## src/rtl/lif_neuron_array.sv

```systemverilog
`default_nettype none
// lif_neuron_array: N_CH parallel leaky integrate-and-fire neurons with a shared threshold,
// per-channel refractory timers and a saturating total spike counter.
module lif_neuron_array #(
  parameter int N_CH   = 4,
  parameter int W      = 8,
  parameter int REFRAC = 4,
  parameter int CNT_W  = 16
) (
  input  logic                clk,
  input  logic                rst_n,
  input  logic                ena,
  input  logic [N_CH*W-1:0]   cur_in,
  input  logic [W-1:0]        threshold,
  input  logic [2:0]          leak_shift,
  input  logic                mode,
  input  logic                clr_cnt,
  output logic [N_CH*W-1:0]   state_out,
  output logic [N_CH-1:0]     spike,
  output logic [CNT_W-1:0]    spike_count
);

  localparam logic [7:0] c_refrac = 8'(REFRAC);
  localparam int         PW       = $clog2(N_CH + 1);
  localparam int         CW1      = CNT_W + 1;

  logic [N_CH-1:0][W-1:0] state_q, state_d;
  logic [N_CH-1:0][7:0]   refr_q, refr_d;
  logic [N_CH-1:0]        spike_q;
  logic [N_CH-1:0]        fire;
  logic [CNT_W-1:0]       cnt_q, cnt_d;
  logic [PW-1:0]          pop;
  logic [CNT_W:0]         cnt_sum;

  for (genvar i = 0; i < N_CH; i++) begin : g_ch
    logic [W-1:0] st, cur, leaked, sat;
    logic [W:0]   sum;
    logic         refr;

    assign st     = state_q[i];
    assign cur    = cur_in[i*W +: W];
    // A shift of zero would cancel the whole state, so it means "no leak".
    assign leaked = (leak_shift == 3'd0) ? st : st - (st >> leak_shift);
    assign sum    = {1'b0, leaked} + {1'b0, cur};
    assign sat    = sum[W] ? {W{1'b1}} : sum[W-1:0];
    assign refr   = (refr_q[i] != 8'd0);
    assign fire[i] = !refr && (sat >= threshold);

    assign state_d[i] = refr    ? st :
                        fire[i] ? (mode ? sat - threshold : '0) :
                                  sat;
    assign refr_d[i]  = refr    ? refr_q[i] - 8'd1 :
                        fire[i] ? c_refrac : 8'd0;
  end

  always_comb begin
    pop = '0;
    for (int i = 0; i < N_CH; i++) begin
      pop = pop + PW'(fire[i]);
    end
  end

  assign cnt_sum = {1'b0, cnt_q} + CW1'(pop);

  always_comb begin
    cnt_d = cnt_q;
    if (clr_cnt) begin
      cnt_d = '0;
    end else if (ena) begin
      cnt_d = cnt_sum[CNT_W] ? {CNT_W{1'b1}} : cnt_sum[CNT_W-1:0];
    end
  end

  always_ff @(posedge clk or negedge rst_n) begin
    if (!rst_n) begin
      state_q <= '0;
      refr_q  <= '0;
      spike_q <= '0;
      cnt_q   <= '0;
    end else begin
      cnt_q <= cnt_d;
      if (ena) begin
        state_q <= state_d;
        refr_q  <= refr_d;
        spike_q <= fire;
      end else begin
        spike_q <= '0;
      end
    end
  end

  assign state_out   = state_q;
  assign spike       = spike_q;
  assign spike_count = cnt_q;

endmodule
`default_nettype wire
```

## config.mk

```make
export PLATFORM = sky130hd
export DESIGN_NAME = lif_neuron_array
export DESIGN_NICKNAME = d
export VERILOG_FILES = /design/src/rtl/lif_neuron_array.sv
export SDC_FILE = /design/constraint.sdc
export NUM_CORES = 1
export LEC_CHECK = 0
export CAP_MARGIN = 20
export CORE_ASPECT_RATIO = 1.2
export CORE_MARGIN = 1.5
export CORE_UTILIZATION = 30
export DETAILED_ROUTE_END_ITERATION = 12
export PLACE_DENSITY = 0.56
export SETUP_SLACK_MARGIN = 0.1
export SYNTH_ARGS = -nofsm -noshare
export SYNTH_HDL_FRONTEND = slang
export SYNTH_SLANG_ARGS = --single-unit
export TNS_END_PERCENT = 10
```

## constraint.sdc

```tcl
create_clock -name clk -period 7.2 [get_ports clk]
set_input_delay 1.8 -clock clk [delete_from_list [all_inputs] [get_ports clk]]
set_output_delay 1.8 -clock clk [all_outputs]
set_load 0.02 [all_outputs]
```

=== Word-level counts from Yosys, hierarchy flattened ===
Cells that the tools add are included.

* Flip-flop bits (word level): 84
* Bits of input ports: 48
* Output and inout bits: 52

* Add/subtract/negate cells: 20
* $lt $le $gt $ge: 4
* Shifts and indexed selects: 4
* Muxes and demuxes: 28
* Bitwise logic cells: 4
* Reduce and logical (&&, ||, !) cells: 18

{| class="wikitable"
|+ Operator list
! kind !! number
|-
| $mux 8 || 20
|-
| $sub 8x8->8 || 8
|-
| $mux 16 || 3
|-
| $add 8x8->9 || 4
|-
| $ge 8x8->1 || 4
|-
| $reduce_bool 8->1 || 4
|-
| $shr 8x3->8 || 4
|-
| $sub 8x1->8 const B || 4
|-
| $add 16x3->17 || 1
|-
| $mux 3 || 4
|-
| $reduce_and 2->1 || 4
|-
| $logic_and 1x1->1 || 4
|-
| $logic_not 1->1 || 4
|-
| $mux 4 || 1
|-
| $not 1->1 || 4
|-
| $add 2x1->3 || 1
|-
| $add 3x1->3 || 1
|-
| $logic_not 3->1 || 1
|-
| $add 1x1->2 || 1
|-
| $reduce_bool 2->1 || 1
|}

=== Longest topological paths before layout ===
Gate-level depths: netlist of run 1.

* Depth in word-level cells: 14
* Depth in mapped cells: 37
* Mapped depth without buffers: 33

=== Worst setup path before layout of run 1 ===
OpenSTA, ideal clock, no wires.

* Kind: input port to flip-flop
* Start point: input port leak_shift[1]
* End point: register cnt_q[11], in the netlist spike_count[11]
* Setup time: 0.132 ns
* Data arrival time: 9.108 ns
* Slack: -2.040 ns
* Stages: 37
* Buffers on the path: 4
* Cells stage by stage: clkbuf_1 > clkbuf_1 > mux2i_1 > mux2i_1 > nand2_1 > o21ai_0 > ha_1 > inv_1 > fa_1 > a21o_1 > a21oi_1 > o21ai_0 > a21oi_1 > xor2_1 > o21ai_0 > ha_1 > o21ai_0 > o31ai_1 > nor2_1 > ha_1 > fa_1 > nand2b_1 > a21oi_1 > o221ai_1 > a31oi_1 > clkbuf_1 > fa_1 > inv_1 > fa_1 > inv_1 > fa_1 > and3_1 > nand3_1 > clkbuf_1 > nand2_1 > mux2i_1 > nor2_1

* Longest elaborated chain between the ends: 14
* Elaborated cells on any way between the ends: 36

{| class="wikitable"
|+ RTL lines
! element !! RTL line !! source
|-
| start, declared || 15 || <nowiki>input logic [2:0] leak_shift,</nowiki>
|-
| $shr 8x3->8 || 43 || <nowiki>assign leaked = (leak_shift == 3'd0) ? st : st - (st >> leak_shift);</nowiki>
|-
| $sub 8x8->8 || 43 ||
|-
| $mux 8 || 43 ||
|-
| $add 8x8->9 || 44 || <nowiki>assign sum = {1'b0, leaked} + {1'b0, cur};</nowiki>
|-
| $mux 8 || 45 || <nowiki>assign sat = sum[W] ? {W{1'b1}} : sum[W-1:0];</nowiki>
|-
| $ge 8x8->1 || 47 || <nowiki>assign fire[i] = !refr && (sat >= threshold);</nowiki>
|-
| $logic_and 1x1->1 || 47 ||
|-
| $add 1x1->2 || 59 || <nowiki>pop = pop + PW'(fire[i]);</nowiki>
|-
| $add 2x1->3 || 59 ||
|-
| $add 3x1->3 * || 59 ||
|-
| $add 16x3->17 * || 63 || <nowiki>assign cnt_sum = {1'b0, cnt_q} + CW1'(pop);</nowiki>
|-
| $mux 16 * || 70 || <nowiki>cnt_d = cnt_sum[CNT_W] ? {CNT_W{1'b1}} : cnt_sum[CNT_W-1:0];</nowiki>
|-
| $mux 16 * || 69 || <nowiki>end else if (ena) begin</nowiki>
|-
| $mux 16 * || 67 || <nowiki>if (clr_cnt) begin</nowiki>
|-
| end signal, assigned || 81 || <nowiki>cnt_q <= cnt_d;</nowiki>
|-
| end, declared || 31 || <nowiki>logic [CNT_W-1:0] cnt_q, cnt_d;</nowiki>
|}

Every way passes the cells marked *; elsewhere a longest branch is shown, timed or not. The select of a mux whose other input is x is not followed.
A chain may end at the register's enable or synchronous reset.

=== Final worst setup path of run 1 ===
* Start point: input port leak_shift[1]
* End point: register cnt_q[12], in the netlist spike_count[12]

The elaborated chain is that of the path after synthesis.

==> qor.yml, run 1 <==
cts_root_buffer: "clkbuf_16"
die_area_mm2: 0.03154
grt_setup_unrepaired: "yes"
worstPathArrival_ps: 8140
grt_pass1_vias: 9520
drt_iter0_drc: 425
dpl_worst_slack_ps: -1635
cts.sinks: 84
cp-start-kind: "primary input"
fin_crit_ps: 7927
finClkSkew_ps: 10.87
dr.pass1.iters: 6
drv_cap: 0
numPortBuffers: 99
io_pins: 100
vias: 9524
syn-num-nets: 1311
clockBufferDepth: 2
postCtsHoldBufs: 0
layout.cells.non_filler: 1884
diodes: 0
cpPeakStageDelay_ps: 480
netlist.area_leader.share_pct: 22.99
relSlewSlack_pct: 43.81
postRouteAntennaNets: 0
grt_use_total_pct: 18.78
clk_latency_ps: 350
clk_pin_slew_ps: 70
area_delta_synth_final_pct: 48.63
die_w_um: 162.4
setup_viol: 16
synth_top_flop_cell: "dfrtp_1"
required_ps: 7420
yosys.area.top_type: "dfrtp_1"
cts_made_buffers: 9
htreeDepth: 3
end_kind: "flop"
dieHeight_um: 194.2
row_count: 69
fin_crit_sh_pct: 110.1
worst_slack_ps: -726.8
status: "finished, violations left"
n_fill_cell: 2947
antenna_found_initial: 2
ys_top_cells_by_area: "dfrtp_1, ha_1, nor2_1"
initial_core_util_pct: 30.70
timing.rr.start: "g_ch[2].st[1]"
grt_max_degree: 63
crit_type: "primary input to flop"
cp_slowest_cell: "fa_1"
timing.final.hold_violations: 0
wl_per_cell_um: 15.71
synthesis.area_mm2: 0.009144
drive_gt1_share_pct: 29.59
violations: "setup timing"
overflow: 0
yosysSeqAreaShare_pct: 22.99
reg2reg_depth: 32
grt_pass1_wl_um: 47890
crit_start: "leak_shift[1]"
core-area_mm2: 0.02978
endpoint: "spike_count[12]"
syn_inst: 1151
worstMarginPinSlew_ps: 842.8
place.gp.congestion: 0.9130
drc: 0
avgSynthCellArea_um2: 7.944
fmax_mhz: 126.2
synth.distinct_cells: 69
dp_hpwl_um: 23210
worstHoldPathType: "flop to flop"
synth-edff-count: 0
synth-seq-cells: 84
crit_path_max_fanout: 6
reg2reg_setup_slack_ps: 600
yosysWarnings: 0
placed_cells: 1834
cts_tree: "done"
worstReg2RegEnd: "spike_count[12]"
vias_per_cell: 5.055
nNetsFinal: 1649
slew_viol_final: 0
routed_wl_um: 29600
ys_async_sr_fraction_pct: 100.0
flip-flops by register name, summed over array words and instances (netlist names):
name / cells
g_ch.st: 32
spike: 4
spike_count: 16
refr_q: 32
repair_timing:
action                                  4_1_cts  5_1_grt
buffers inserted                             18       13
cloned                                        3        0
endpoints found under the setup margin       41       39
resized for setup                            51       64
pin swaps                                    29       50
cells in the final DEF (no fill, tap or decap), types with 7 or more instances in the layout:
| cell | instances |
|---|---|
| and3_1 | 8 |
| a211oi_1 | 22 |
| nor3_1 | 20 |
| clkdlybuf4s50_1 | 94 |
| mux2i_1 | 22 |
| inv_1 | 67 |
| o21ai_2 | 10 |
| o21ai_1 | 18 |
| o21a_1 | 9 |
| dfrtp_1 | 84 |
| fa_1 | 7 |
| nor2_2 | 11 |
| nand3_1 | 25 |
| nand4_1 | 9 |
| ha_4 | 7 |
| nor4_1 | 8 |
| a21oi_2 | 7 |
| nor2b_1 | 12 |
| nor2_1 | 111 |
| ha_1 | 83 |
| ha_2 | 7 |
| fa_2 | 8 |
| or3_1 | 13 |
| nand2_1 | 109 |
| a31oi_1 | 10 |
| xor2_1 | 22 |
| nand2b_1 | 30 |
| a21o_1 | 29 |
| o21ai_0 | 52 |
| and2_1 | 7 |
| buf_4 | 252 |
| clkbuf_16 | 9 |
| xnor2_1 | 32 |
| mux2_2 | 22 |
| a21oi_1 | 81 |
| o31ai_1 | 7 |
per-stage QoR:
stage	util, %	instance area (µm²)	hold WS, ps	TNS (ps)
after global placement	42.17	12560	475.5	-31810
after floorplan	-	9495	456.7	-10290
after global routing	45.63	13590	564.3	-15790
final	45.63	13590	508.9	-10370
after CTS	44.45	13240	508.4	-9811
after detailed placement	42.17	12560	489.3	-37570
synth_stat cells (6+ instances only):
master	count
nor2b_1	14
a21o_1	29
a31oi_1	12
o31ai_1	11
mux2_2	23
nor4b_1	6
dfrtp_1	84
clkbuf_1	33
o21a_1	9
nand4_1	9
nand2_1	111
or2_2	6
ha_1	97
nor4_1	8
and2_1	8
xnor2_1	32
inv_1	71
fa_1	15
or3_1	16
mux2i_1	27
a21oi_1	91
nor3_1	23
xor2_1	22
nand3_1	26
a31o_2	6
o21ai_0	80
o22ai_1	6
a211oi_1	26
nand2b_1	35
and3_1	10
nor2_1	123
final cells by class:
| type | count | area (µm²) | share of cell area [%] |
|---|---|---|---|
| clock buffers | 9 | 225.2 | 1.657 |
| clock inverters | 7 | 81.33 | 0.5984 |
| inverters | 71 | 269.0 | 1.979 |
| multi-input cells | 958 | 7274 | 53.53 |
| flip-flops and latches | 84 | 2102 | 15.47 |
| well taps | 390 | 488.0 | 3.591 |
| repair buffers | 365 | 3151 | 23.18 |
cell families after synthesis:
family | Yosys count | synth area share [%]
and+or+nand+nor | 417 | 22.40
AOI/OAI and AO/OA | 325 | 22.54
adders and majority gates | 112 | 16.56
buffers and inverters | 109 | 4.557
DFF | 84 | 22.99
xor gates and xnor gates | 54 | 5.172
muxes | 50 | 5.788
critical path, delay by kind of cell:
kind / cells / cell delay [ps]
AOI/OAI and AO/OA: 9 / 1630
adders and majority gates: 6 / 1820
buffers and inverters: 6 / 780
muxes: 2 / 470
and+or+nand+nor: 11 / 1650
worst min path at each step:
stage / from / to / slack, ps / cells past startpoint
floorplan: refr_q[16] / refr_q[16] / 460 / 2
global placement: refr_q[16] / refr_q[16] / 480 / 2
detailed placement: refr_q[16] / refr_q[16] / 490 / 2
CTS: refr_q[16] / refr_q[16] / 510 / 2
global route: refr_q[16] / refr_q[16] / 560 / 2
finish: refr_q[16] / refr_q[16] / 510 / 2
layer usage:
layer / vias to the layer above / part of all wire [%] / track usage (%)
li1: 4829 / - / -
met1: 4489 / 46 / 24.39
met2: 163 / 48 / 31.96
met3: 43 / 3.7 / 2.503
met4: 0 / 2.5 / 6.048
met5: - / 0 / 0
Power of run 1 is not shown: default switching activity piles up to over one toggle a cycle in this logic, so the estimate is an artifact.
==> run 2: changes to the inputs <==
HOLD_SLACK_MARGIN = 0.08   (was not set)
PLACE_DENSITY = 0.54   (was 0.56)
SLEW_MARGIN = 20   (was not set)
clock period = 8.3 ns   (was 7.2 ns; I/O delays follow)
==> run 2 against run 1 <==
The run now ends clean. First-iteration DRC count is 1.2% lower. Core utilization is 1.5 points lower. Final area is 3.2% lower. Flip-flop and latch count stayed put. Sequential share of layout area is 0.52 points higher. Clock-buffer cell count stayed put. Non-clock buffer count is 34 lower.
==> qor.yml, run 2 (same netlist as run 1, synthesis figures left out) <==
cp_slowest_cell: "fa_1"  # unchanged
cts.sinks: 84  # unchanged
cts_made_buffers: 9  # unchanged
dp_hpwl_um: 22700  # was 23210 µm
routed_wl_um: 29190  # was 29600 µm
area_delta_synth_final_pct: 43.81  # was 48.63%
dieHeight_um: 194.2  # unchanged
clk_latency_ps: 360  # was 350 ps
fin_area_mm2: 0.01315  # was 0.01359 mm²
mostFrequentLayoutCells: "buf_4, nor2_1, nand2_1"  # unchanged
cpPeakStageDelay_ps: 510  # was 480 ps
setup_viol: 0  # was 16
slew_viol_final: 0  # unchanged
status: "completed"  # was finished, violations left
core-area_mm2: 0.02978  # unchanged
die_area_mm2: 0.03154  # unchanged
tns_ps: 0  # was -10370 ps
cts_root_buffer: "clkbuf_16"  # unchanged
crit_path_max_fanout: 7  # was 6
fmax_mhz: 122.7
cts_tree: "done"  # unchanged
drt_iter0_drc: 420  # was 425
worstPathArrival_ps: 8350  # was 8140 ps
place.gp.congestion: 0.8588  # was 0.9130
vias: 9424  # was 9524
relSlewSlack_pct: 45.99  # was 43.81%
end_kind: "flop"  # unchanged
worst_slack_ps: 151.9  # was -726.8 ps
timing.rr.start: "g_ch[2].st[7]"  # was g_ch[2].st[1]
fin_crit_sh_pct: 98.17
reg2reg_depth: 32  # unchanged
dr.pass1.iters: 4  # was 6
clockBufferDepth: 2  # unchanged
drive_gt1_share_pct: 26.58  # was 29.59%
row_count: 69  # unchanged
placed_cells: 1807  # was 1834
numPortBuffers: 99  # unchanged
nNetsFinal: 1615  # was 1649
finClkSkew_ps: 13.19  # was 10.87 ps
regArea_mm2: 0.002102  # unchanged
postRouteAntennaNets: 0  # unchanged
cpMostUsedCell: "o21ai_2"
placed_area_mm2: 0.01231  # was 0.01256 mm²
antenna_found_initial: 1  # was 2
io_pins: 100  # unchanged
htreeDepth: 3  # unchanged
drv_cap: 0  # unchanged
grt_max_degree: 63  # unchanged
n_fill_cell: 2974  # was 2947
die_w_um: 162.4  # unchanged
vias_per_cell: 5.091  # was 5.055
layout_commonest_cell: "buf_4"  # unchanged
worstHoldPathType: "flop to flop"  # unchanged
drc: 0  # unchanged
endpoint: "spike_count[8]"  # was spike_count[12]
layout.cells.non_filler: 1851  # was 1884
initial_core_util_pct: 30.70  # unchanged
grt_setup_unrepaired: "yes"  # unchanged
grt_use_total_pct: 18.48  # was 18.78%
multi_input_area_mm2: 0.007088  # was 0.007274 mm²
clk_pin_slew_ps: 70  # about the same
fin_crit_ps: 8148
worstMarginPinSlew_ps: 810.2  # was 842.8 ps
wl_per_cell_um: 15.77  # was 15.71 µm
overflow: 0  # unchanged
crit_type: "primary input to flop"  # unchanged
worstReg2RegEnd: "spike_count[8]"  # was spike_count[12]
reg2reg_setup_slack_ps: 1660  # was 600 ps
cp-start-kind: "primary input"  # unchanged
crit_start: "leak_shift[0]"  # was leak_shift[1]
grt_pass1_vias: 9074  # was 9520
required_ps: 8500  # was 7420 ps
dpl_worst_slack_ps: -849.2  # was -1635 ps
grt_pass1_wl_um: 46730  # was 47890 µm
timing.final.hold_violations: 0  # unchanged
-- run 2: how the worst min path moves through the flow --
stage / end / cells past startpoint / from
final: refr_q[16] / 2 / refr_q[16]
after global routing: refr_q[16] / 2 / refr_q[16]
after CTS: refr_q[16] / 2 / refr_q[16]
after detailed placement: refr_q[16] / 2 / refr_q[16]
after global placement: refr_q[16] / 2 / refr_q[16]
after floorplan: refr_q[16] / 2 / refr_q[16]
-- run 2: worst max-delay path, delay by kind of cell --
family / cells / cell delay (ps)
AND/OR/NAND/NOR: 9 / 1380
multiplexers: 1 / 360
buffers and inverters: 6 / 730
adder cells (fa/ha/maj): 6 / 1930
AO/OA/AOI/OAI: 10 / 1850
-- run 2: metrics by stage --
stage	hold slack, ps	util, %
CTS	500.0	42.97
global route	524.3	44.14
finish	502.0	44.15
floorplan	456.7	-
global placement	472.8	41.33
detailed placement	482.3	41.33
-- run 2: final cells by class --
class	instances	area share [%]
Antenna cell	1	0.01903
Clock buffer	9	1.713
Clock inverter	7	0.6280
Inverter	71	2.027
Multi-Input combinational cell	958	53.90
Sequential cell	84	15.98
Tap cell	390	3.711
Timing Repair Buffer	331	22.02
-- run 2: repair_timing --
item | CTS | global route
buffers inserted | 7 | 16
hold buffers | 0 | 0
resized for setup | 24 | 61
pin swaps | 18 | 42
setup endpoints to repair | 16 | 16
gates cloned | 2 | 2
-- run 2: metal layers --
| layer | global-route usage (%) | part of all wire [%] |
|---|---|---|
| met1 | 24.57 | 46 |
| met4 | 5.708 | 2.4 |
| met2 | 30.47 | 48 |
| met5 | 0 | 0 |
| met3 | 2.973 | 4.1 |
Power of run 2 is left out for the same reason.
==> run 3: changes to the inputs <==
CORE_UTILIZATION = 34   (was 30)
PLACE_DENSITY = 0.59   (was 0.54)
==> run 3 against run 2 <==
First-iteration DRC count is 15% higher. Core utilization is 5.0 points higher. Final area is 1.5% lower. Worst hold slack worse by 8.1 ps. Routed wire length is 2.4% lower. Fmax decreased by 0.47%. Setup slack worse by 39 ps. Via count increased by 0.44%. Critical path depth up 6. Critical path type unchanged. Critical endpoint is now spike_count[15]. Highest routed layer is now met5.
==> qor.yml, run 3 (same netlist as run 1, synthesis figures left out) <==
fin_crit_ps: 8187  # was 8148 ps
cpMostUsedCell: "fa_2"  # was o21ai_2
postCtsHoldBufs: 0  # unchanged
cts.sinks: 84  # unchanged
reg2reg_setup_slack_ps: 1740  # was 1660 ps
required_ps: 8530  # was 8500 ps
grt_setup_unrepaired: "yes"  # unchanged
drv_cap: 0  # unchanged
worstMarginPinSlew_ps: 687.0  # was 810.2 ps
crit_path_max_fanout: 8  # was 7
mostFrequentLayoutCells: "buf_4, nor2_1, nand2_1"  # unchanged
antenna_found_initial: 1  # unchanged
clk_pin_slew_ps: 80  # was 70 ps
clk_latency_ps: 360  # about the same
area_delta_synth_final_pct: 41.68  # was 43.81%
grt_pass1_vias: 9307  # was 9074
timing.final.hold_violations: 0  # unchanged
die_w_um: 152.7  # was 162.4 µm
whs_ps: 493.9  # was 502.0 ps
drive_gt1_share_pct: 25.48  # was 26.58%
reg2reg_depth: 32  # unchanged
worstPathArrival_ps: 8410  # was 8350 ps
crit_type: "primary input to flop"  # unchanged
status: "completed"  # unchanged
cp_slowest_cell: "fa_1"  # unchanged
finClkSkew_ps: 14.28  # was 13.19 ps
cts_root_buffer: "clkbuf_16"  # unchanged
nNetsFinal: 1611  # was 1615
holdPathStages: 2  # unchanged
dp_hpwl_um: 22200  # was 22700 µm
core-area_mm2: 0.02635  # was 0.02978 mm²
drt_iter0_drc: 483  # was 420
drc: 0  # unchanged
die_area_mm2: 0.02789  # was 0.03154 mm²
cp-start-kind: "primary input"  # unchanged
cpPeakStageDelay_ps: 440  # was 510 ps
io_pins: 100  # unchanged
initial_core_util_pct: 34.70  # was 30.70%
cts_made_buffers: 9  # unchanged
setup_viol: 0  # unchanged
grt_use_total_pct: 20.32  # was 18.48%
grt_pass1_wl_um: 46320  # was 46730 µm
diodes: 0  # was 1
final_util_pct: 49.16  # was 44.15%
overflow: 0  # unchanged
n_fill_cell: 2568  # was 2974
wl_per_cell_um: 15.91  # was 15.77 µm
dr.pass1.iters: 5  # was 4
htreeDepth: 3  # unchanged
clockBufferDepth: 2  # unchanged
fin_crit_sh_pct: 98.64  # was 98.17%
fmax_mhz: 122.1  # was 122.7 MHz
numPortBuffers: 99  # unchanged
vias: 9465  # was 9424
routed_wl_um: 28500  # was 29190 µm
layout_commonest_cell: "buf_4"  # unchanged
dieHeight_um: 182.6  # was 194.2 µm
slew_viol_final: 0  # unchanged
cts_tree: "done"  # unchanged
worstHoldPathType: "flop to flop"  # unchanged
postRouteAntennaNets: 0  # unchanged
grt_max_degree: 52  # was 63
multi_input_area_mm2: 0.007093  # was 0.007088 mm²
end_kind: "flop"  # unchanged
place.gp.congestion: 0.8736  # was 0.8588
regArea_mm2: 0.002102  # unchanged
vias_per_cell: 5.285  # was 5.091
row_count: 65  # was 69
relSlewSlack_pct: 54.20  # was 45.99%
run 3: what timing repair did:
| action | CTS | global route |
|---|---|---|
| endpoints found under the hold margin | 0 | 0 |
| pin swaps | 36 | 28 |
| gates cloned | 2 | 0 |
| endpoints found under the setup margin | 16 | 16 |
| gates resized for setup | 35 | 33 |
| buffers inserted | 18 | 6 |
run 3: critical path: cells and delay by family:
kind | cells | cell delay [ps]
AND/OR/NAND/NOR | 7 | 700
AO/OA/AOI/OAI | 11 | 1670
buffers and inverters | 8 | 910
XOR/XNOR | 1 | 160
adder cells (fa/ha/maj) | 8 | 2410
multiplexers | 3 | 470
run 3: path summary, 6_finish.rpt:
check | startpoint | to
worst max-delay path | leak_shift[1] | spike_count[15]
worst min-delay path | refr_q[16] | refr_q[16]
worst max register to register | g_ch[2].st[7] | spike_count[12]
worst min register to register | refr_q[16] | refr_q[16]
max in group asynchronous | rst_n | refr_q[22]
min in group asynchronous | rst_n | refr_q[7]
run 3: stage by stage:
stage,worst slack (ps),instances,TNS [ps],area [µm²]
after floorplan,63.61,1151,0,9444
after global placement,-759.6,1749,-10980,12190
after detailed placement,-823.2,1749,-12270,12190
after CTS,103.4,1785,0,12780
after global routing,-290.0,1791,-3358,12950
final,113.0,1791,0,12950
run 3: layout make-up:
cell class / instances / share of cell area (%)
clock buffers: 9 / 1.738
multi-input cells: 958 / 54.75
clock inverters: 7 / 0.4539
well taps: 335 / 3.235
inverters: 71 / 2.057
flip-flops and latches: 84 / 16.23
repair buffers: 327 / 21.54
run 3: layer usage:
metal	GRT usage (%)	share of wire, %	wire length, µm
met2	34.59	48	13620
met4	7.077	2.3	661
met3	2.541	4.0	1126
met5	0	0.039	11
met1	26.47	46	13070
Power of run 3 is left out for the same reason.
